===== src/rtl/display_mux_7seg.sv =====
// ---------------------------------------------------------------------------
// display_mux_7seg
//
// Time-multiplexed driver for a 4-digit common-anode 7-segment display.
// Digit data, decimal points and the leading-zero request are captured into
// shadow registers on a load strobe. The scan shows only the shadow copy, so
// the pins never tear while the inputs change. Each digit slot starts with a
// blanking gap (all anodes off) and is followed by an on-time. Every output
// is registered.
//
// Parameters
//   REFRESH_DIV  clocks each digit is driven per slot       (>= 2)
//   BLANK_CYC    clocks all anodes are off before each slot (>= 1)
//
// Ports
//   clk      in   1  system clock, rising edge
//   reset    in   1  synchronous, active-high reset
//   load     in   1  strobe capturing d0..d3, dp_in, lz_en
//   d0..d3   in   4  BCD digits, d0 least significant
//   dp_in    in   4  decimal point request, bit k -> digit k
//   lz_en    in   1  leading-zero blanking request
//   disp_en  in   1  display enable, sampled every clock
//   an       out  4  active-low anode selects, bit k -> digit k
//   seg      out  7  active-low segments {g,f,e,d,c,b,a}
//   dp       out  1  active-low decimal point
// ---------------------------------------------------------------------------
module display_mux_7seg #(
  parameter int REFRESH_DIV = 50_000,
  parameter int BLANK_CYC   = 500
) (
  input  logic       clk,
  input  logic       reset,
  input  logic       load,
  input  logic [3:0] d0,
  input  logic [3:0] d1,
  input  logic [3:0] d2,
  input  logic [3:0] d3,
  input  logic [3:0] dp_in,
  input  logic       lz_en,
  input  logic       disp_en,
  output logic [3:0] an,
  output logic [6:0] seg,
  output logic       dp
);

  // Terminal counts of the phase counter, held at full counter width so the
  // comparison never truncates a large parameter value.
  localparam logic [31:0] GAP_LAST = 32'(BLANK_CYC - 1);
  localparam logic [31:0] ON_LAST  = 32'(REFRESH_DIV - 1);

  localparam logic [6:0] SEG_BLANK = 7'h7F;
  localparam logic [6:0] SEG_DASH  = 7'h3F;

  typedef enum logic {
    ST_GAP = 1'b0,
    ST_ON  = 1'b1
  } state_t;

  // BCD to active-low segment pattern; non-decimal codes show a dash.
  function automatic logic [6:0] bcd_to_seg(input logic [3:0] bcd);
    logic [6:0] pat;
    case (bcd)
      4'd0:    pat = 7'h40;
      4'd1:    pat = 7'h79;
      4'd2:    pat = 7'h24;
      4'd3:    pat = 7'h30;
      4'd4:    pat = 7'h19;
      4'd5:    pat = 7'h12;
      4'd6:    pat = 7'h02;
      4'd7:    pat = 7'h78;
      4'd8:    pat = 7'h00;
      4'd9:    pat = 7'h10;
      default: pat = SEG_DASH;
    endcase
    return pat;
  endfunction

  // Shadow registers
  logic [3:0][3:0] r_dig;
  logic [3:0]      r_dp_sh;
  logic            r_lz;
  logic            r_en;

  // Scan state
  state_t      r_state;
  state_t      w_state_nxt;
  logic [1:0]  r_slot;
  logic [1:0]  w_slot_nxt;
  logic [31:0] r_cnt;
  logic [31:0] w_cnt_nxt;

  // Output registers
  logic [3:0] r_an;
  logic [6:0] r_seg;
  logic       r_dp;

  // Digit selection and leading-zero logic
  logic [3:0] w_digit;
  logic       w_dp_sel;
  logic [3:0] w_blank;
  logic       w_drive;

  // ---- shadow capture: load is the only path from the inputs to display data
  always_ff @(posedge clk) begin
    if (reset) begin
      r_dig   <= '0;
      r_dp_sh <= '0;
      r_lz    <= 1'b0;
      r_en    <= 1'b0;
    end else begin
      // disp_en goes through one register so it reaches the pins with the
      // same one-clock latency as loaded data.
      r_en <= disp_en;
      if (load) begin
        r_dig   <= {d3, d2, d1, d0};
        r_dp_sh <= dp_in;
        r_lz    <= lz_en;
      end
    end
  end

  // ---- scan FSM: state register
  always_ff @(posedge clk) begin
    if (reset) begin
      r_state <= ST_GAP;
      r_slot  <= 2'd0;
      r_cnt   <= '0;
    end else begin
      r_state <= w_state_nxt;
      r_slot  <= w_slot_nxt;
      r_cnt   <= w_cnt_nxt;
    end
  end

  // ---- scan FSM: next state. The 2-bit slot wraps 3 -> 0 naturally, so the
  // frame closes without an extra cycle.
  always_comb begin
    w_state_nxt = r_state;
    w_slot_nxt  = r_slot;
    w_cnt_nxt   = r_cnt + 32'd1;
    case (r_state)
      ST_GAP: begin
        if (r_cnt == GAP_LAST) begin
          w_state_nxt = ST_ON;
          w_cnt_nxt   = '0;
        end
      end
      ST_ON: begin
        if (r_cnt == ON_LAST) begin
          w_state_nxt = ST_GAP;
          w_slot_nxt  = r_slot + 2'd1;
          w_cnt_nxt   = '0;
        end
      end
      default: begin
        w_state_nxt = ST_GAP;
        w_slot_nxt  = 2'd0;
        w_cnt_nxt   = '0;
      end
    endcase
  end

  // A digit is a leading zero when it and every more significant digit are
  // zero. Digit 0 always shows so a zero value never renders as all-dark.
  always_comb begin
    w_blank[3] = r_lz && (r_dig[3] == 4'd0);
    w_blank[2] = w_blank[3] && (r_dig[2] == 4'd0);
    w_blank[1] = w_blank[2] && (r_dig[1] == 4'd0);
    w_blank[0] = 1'b0;
  end

  assign w_digit  = r_dig[r_slot];
  assign w_dp_sel = r_dp_sh[r_slot];
  assign w_drive  = (r_state == ST_ON) && r_en;

  // ---- output register: one anode at most, decoded from the 2-bit slot
  always_ff @(posedge clk) begin
    if (reset) begin
      r_an  <= 4'b1111;
      r_seg <= SEG_BLANK;
      r_dp  <= 1'b1;
    end else if (w_drive) begin
      r_an  <= ~(4'b0001 << r_slot);
      r_seg <= w_blank[r_slot] ? SEG_BLANK : bcd_to_seg(w_digit);
      r_dp  <= ~w_dp_sel;
    end else begin
      r_an  <= 4'b1111;
      r_seg <= SEG_BLANK;
      r_dp  <= 1'b1;
    end
  end

  assign an  = r_an;
  assign seg = r_seg;
  assign dp  = r_dp;

endmodule


===== config.mk =====
export PLATFORM = sky130hd
export DESIGN_NAME = display_mux_7seg
export DESIGN_NICKNAME = d
export VERILOG_FILES = /design/src/rtl/display_mux_7seg.sv
export SDC_FILE = /design/constraint.sdc
export NUM_CORES = 1
export LEC_CHECK = 0
export CAP_MARGIN = 10
export CORE_ASPECT_RATIO = 2
export CORE_UTILIZATION = 55
export DETAILED_ROUTE_END_ITERATION = 10
export PLACE_DENSITY = 0.76
export REMOVE_ABC_BUFFERS = 1
export SLEW_MARGIN = 10
export SYNTH_ARGS = -nofsm -noshare
export SYNTH_HDL_FRONTEND = slang
export SYNTH_SLANG_ARGS = --single-unit

===== constraint.sdc =====
create_clock -name clk -period 2.25 [get_ports clk]
set_input_delay 0.225 -clock clk [delete_from_list [all_inputs] [get_ports clk]]
set_output_delay 0.225 -clock clk [all_outputs]
set_load 0.02 [all_outputs]

# == After elaboration in Yosys (flattened, before gate mapping) ==
# Memories as Yosys holds them, arrays and structs flattened. A register that Yosys moved wholly into a read port is not among the register bits.
# Index checks and enable logic that the tools add are counted.
# classes
add_sub_neg,2
n_mul,0
div,0
order_cmp,1
eq_ne,2
shift,1
n_mux,12
bitwise_logic,4
reduce_logical,10
# ops
cell,count
$mux W32,2
$pmux W32 S2,1
$add A32 B1 Y32 const B,1
$eq A32 B16 Y1 const B,1
$eq A32 B9 Y1 const B,1
$logic_not A4 Y1,3
$bmux W4 S2,1
$bmux W1 S2,2
$logic_and A1 B1 Y1,4
$mux W1,4
$mux W4,1
$not A4 Y4,1
$shl A1 B2 Y4 const A,1
$lt A2 B3 Y1 const B,1
$not A1 Y1,3
$reduce_or A3 Y1,1
$add A2 B1 Y2 const B,1
$pmux W1 S2,1
$reduce_and A2 Y1,1
$reduce_or A2 Y1,1
# totals
ff_bits,62
latchBits,0
ramBits,0
romBits,112
in_bits,25
out_inout_bits,12
wordCells,45
mem_count,1
# mem_list
name,depth,word_bits,rd,rd_ports_with_merged_regs,wr,line_no,rtl
(no name shown),16,7,1,1,0,62,case (bcd)

# == Logic depth before layout (Yosys ltp) ==
# logic_depth
depth_word,7
ltp_mapped,8
mapped_depth_nobuf,7

# == Worst setup path before layout ==
# OpenSTA, ideal clock, no wires.
# synth_timing
kind,reg-to-reg
from,register r_slot[0]
to,"register r_seg[3], in the netlist seg[3]"
setup_time_ns,0.074
arrival_time_ns,1.756
required_time_ns,2.176
setup_slack_ns,0.420
stages_incl_launch_ff,8
path_buffers,1
period_less_slack_ns,1.830
path_cell_list,dfxtp_1 -> buf_2 -> mux4_2 -> inv_1 -> ha_1 -> a21oi_1 -> nor2_1 -> o21ai_0
# synth_via
elab_chain_len,3
elab_cells_between_ends,5
classes_between,4 x mux; 1 x reduce/logical
# synth_lines
item,line_no,rtl
start: declaration,87,logic [1:0] r_slot;
start signal: assignment,130,r_slot <= w_slot_nxt;
$bmux W1 S2,184,r_seg <= w_blank[r_slot] ? SEG_BLANK : bcd_to_seg(w_digit);
$mux W1 (not written as such),184,
$reduce_or A3 Y1 (no line),-,
end: declaration,94,logic [6:0] r_seg;
# Several ways; a longest one is shown, not always the timed one. The select of a mux whose other input is x is not followed.
# A chain may end at the register's enable or synchronous reset.

# == Worst setup path after layout ==
# layout_timing
from,register r_cnt[0]
to,register r_cnt[22]
# layout_via
elab_chain_len,3
elab_cells_between_ends,6
classes_between,1 x add/sub; 2 x eq/ne; 3 x mux
# layout_lines
item,line_no,rtl
start: declaration,89,logic [31:0] r_cnt;
start signal: assignment,131,r_cnt <= w_cnt_nxt;
"$add A32 B1 Y32, or another cell as far along",140,w_cnt_nxt = r_cnt + 32'd1;
"$mux W32, on equally long branches","149, 143",
$pmux W32 S2 (*),141,case (r_state)
# Mark *: on every way between the ends. The rest lies on a longest branch, timed or not.

==> summary.txt <==
Run status
  • Status: complete, no violations

STA
  • Max-slew violation count: 0
  • Min cycle time layout: 1.96 ns
  • Clk_skew: 0.00991 ns
  • Final critical-path share of the clock period: 87.3%
  • Fmax: 509 MHz
  • Setup_tns: 0 ns
  • Final setup violation count: 0
  • Final hold viol count: 0
  • Slew headroom: 64.0%
  • Unrepaired setup endpoints after global routing: no
  • Actual slew at the worst max-slew pin: 0.535 ns

Logic synthesis
  • Gate Count Post-Synth: 326
  • Cell variety after synth: 32
  • Synth warn: 0
  • Leading area contributor after synthesis: dfxtp_1
  • Synth area leaders: dfxtp_1, nor2_1, mux2i_1
  • Sequential fraction of the synthesis area: 44.8%
  • Post-synthesis cell area: 3090 sq um
  • Avg Cell Area, Syn: 9.47 sq um
  • Predominant post-synthesis flop cell: dfxtp_1
  • Ys async rst share: 0%
  • Register bit count reported by yosys: 69
  • EDFF count, synth: 0
  • Area share of the largest cell type after synthesis: 44.8%

Hold path
  • HP Start: disp_en
  • Hold path cells: 2
  • Hold worst-path end: r_en
  • HP Class: input port to flip-flop

Critical path
  • Worst-path fanout max: 32
  • Critical Path Slowest Stage Cell: a211o_4
  • Crit path kind: flip-flop to flip-flop
  • Worst path arrival time: 2.18 ns
  • CP bufs+invs: 0
  • Startpoint of the worst register-to-register path: r_cnt[0]
  • WP data required: 2.47 ns
  • Startpoint class of the critical path: flip-flop
  • FF-to-FF path depth: 6
  • Flop2flop setup slack: 0.29 ns
  • Reg-to-reg critical path endpoint: r_cnt[22]
  • Cells along the critical path: ha_1 -> nor4b_1 -> nand2_1 -> nor4_1 -> a211o_4 -> nor2_1
  • Crit end category: flip-flop
  • Crit-path max cell delay: 0.40 ns
  • CP top delay family: simple AND/OR/NAND/NOR gates

Clocking
  • Post-CTS Hold Fix Bufs: 0
  • Reg clk slew, reported paths: 0.08 ns
  • CTS Root Cell: clkbuf_8
  • H-tree levels: 3
  • Post_cts resized: 0
  • CTS Buf Count: 9
  • CTS max path bufs: 2
  • Clk_lat worst skew: 0.34 ns
  • Clock Sinks: 69
  • CTS tree: done
  • Post-CTS Setup Inserts: 0

Cells and area
  • Fill cell count: 454
  • Layout Utilization: 68.3%
  • Fin area: 3700 sq um
  • Area growth from synthesis to layout: 19.9%
  • Share of cells above drive strength 1: 9.14%
  • Multi-input gate area: 1590 sq um
  • Nets: 403
  • Sequential Area: 1380 sq um
  • Antenna Cells: 0

Placed design
  • Dpl hpwl: 4760 um
  • Post-DP Area: 3500 sq um
  • Routability cong.: 0.789
  • IO buf count: 36

GRT
  • First-pass GRT wire length: 10,600 um
  • Vias in the first global route: 2,514
  • Largest net degree at the start of global routing: 33
  • Total track usage: 24.8%
  • Gr ovfl total: 0
  • Initial antenna violation count: 0

Floorplan
  • I/O pin cnt: 37
  • Die footprint: 5930 sq um
  • CORE AREA: 5420 sq um
  • Die height: 108 um
  • Starting Density: 56.9%
  • Num rows: 38
  • Die W: 55.0 um

Run
  • Max-cap violations: 0

Power
  • Leakage power: 1.46 nW
  • Peak supply drop: 545 uV
  • Pwr/cell area: 661 nW/um^2

Drt
  • Number of nets with antenna violations after routing: 0
  • Routed via count: 2,407
  • Vias per std cell: 5.57
  • Drt drc: 0
  • First-pass detailed-route iteration total: 5
  • Total Wirelength: 6340 um
  • WL/cell: 14.7 um
  • Initial DRC count: 48
## cells in the mapped netlist, drive strengths merged, types with 6 or more instances
cell type / count
nor2: 73
a21oi: 8
buf: 8
o21ai: 7
nor4: 13
nand3: 16
xor2: 20
mux2i: 22
nand2: 20
xnor2: 11
dfxtp: 69
nand4: 10
ha: 10
nor3: 6
inv: 9
## layer usage
metal	routed length [um]	vias to the layer above	part of all wire [%]	GRT usage (%)
met5	0	-	0	0
met4	269	0	4.2	14.3
met3	212	22	3.3	5.91
met2	3600	54	57	45.9
met1	2250	1141	36	22.2
li1	-	1190	-	-
## cell families (layout without fill, tap and decap cells)
group | count (synthesis) | count (layout) | synth area share, %
compound gates | 18 | 18 | 3.57
xor+xnor | 31 | 31 | 8.80
fa+ha+maj | 10 | 10 | 4.05
buf+inv | 22 | 68 | 3.61
flops | 69 | 69 | 44.8
mux | 27 | 27 | 10.8
simple gates | 149 | 149 | 24.4
## power by group
group	switching (mW)	leakage, nW	internal, mW	total (mW)
clock	0.468	0.0987	0.539	1.01
combinational	0.0809	0.797	0.0902	0.171
sequential	0.0205	0.561	1.25	1.27
## cell usage in the layout, fill, tap and decap left out, types with 9 or more instances in the layout
cell type / instances
clkbuf_8: 10
clkdlybuf4s50_1: 36
dfxtp_1: 69
ha_1: 10
inv_1: 9
mux2i_1: 22
nand2_1: 20
nand3_1: 16
nor2_1: 73
nor4_1: 10
xnor2_1: 11
xor2_1: 20
## through the flow
stage	power (mW)	cells	setup slack, ns	hold WS (ns)
4_1_cts	2.47	432	0.247	0.437
2_1_floorplan	1.38	313	0.371	0.297
6_report	2.45	432	0.286	0.449
3_3_place_gp	1.46	417	0.336	0.441
5_1_grt	2.53	432	0.132	0.461
3_5_place_dp	1.47	417	0.294	0.461
## final cells by class
cell class | instances | area share, %
repair buffers | 44 | 11.4
well taps | 60 | 2.03
multi-input cells | 235 | 43.1
inverters | 9 | 0.912
flip-flops and latches | 69 | 37.3
clock buffers | 10 | 3.72
clock inverters | 5 | 1.62
## how the worst max path moves through the flow
stage          startpoint         to  cells after the start
2_1_floorplan   r_slot[0]     seg[3]                      6
3_3_place_gp    r_cnt[11]  r_cnt[26]                      5
3_5_place_dp     r_cnt[0]   r_cnt[3]                      6
4_1_cts          r_cnt[0]  r_cnt[22]                      6
5_1_grt          r_cnt[0]  r_cnt[22]                      6
6_report         r_cnt[0]  r_cnt[22]                      6
## registers in the layout, indices dropped and copies added (netlist names)
name     count
an           4
dp           1
r_cnt       32
r_dig       16
r_dp_sh      4
r_en         1
r_lz         1
r_slot       2
r_state      1
seg          7
(Power assumes the default switching activity.)
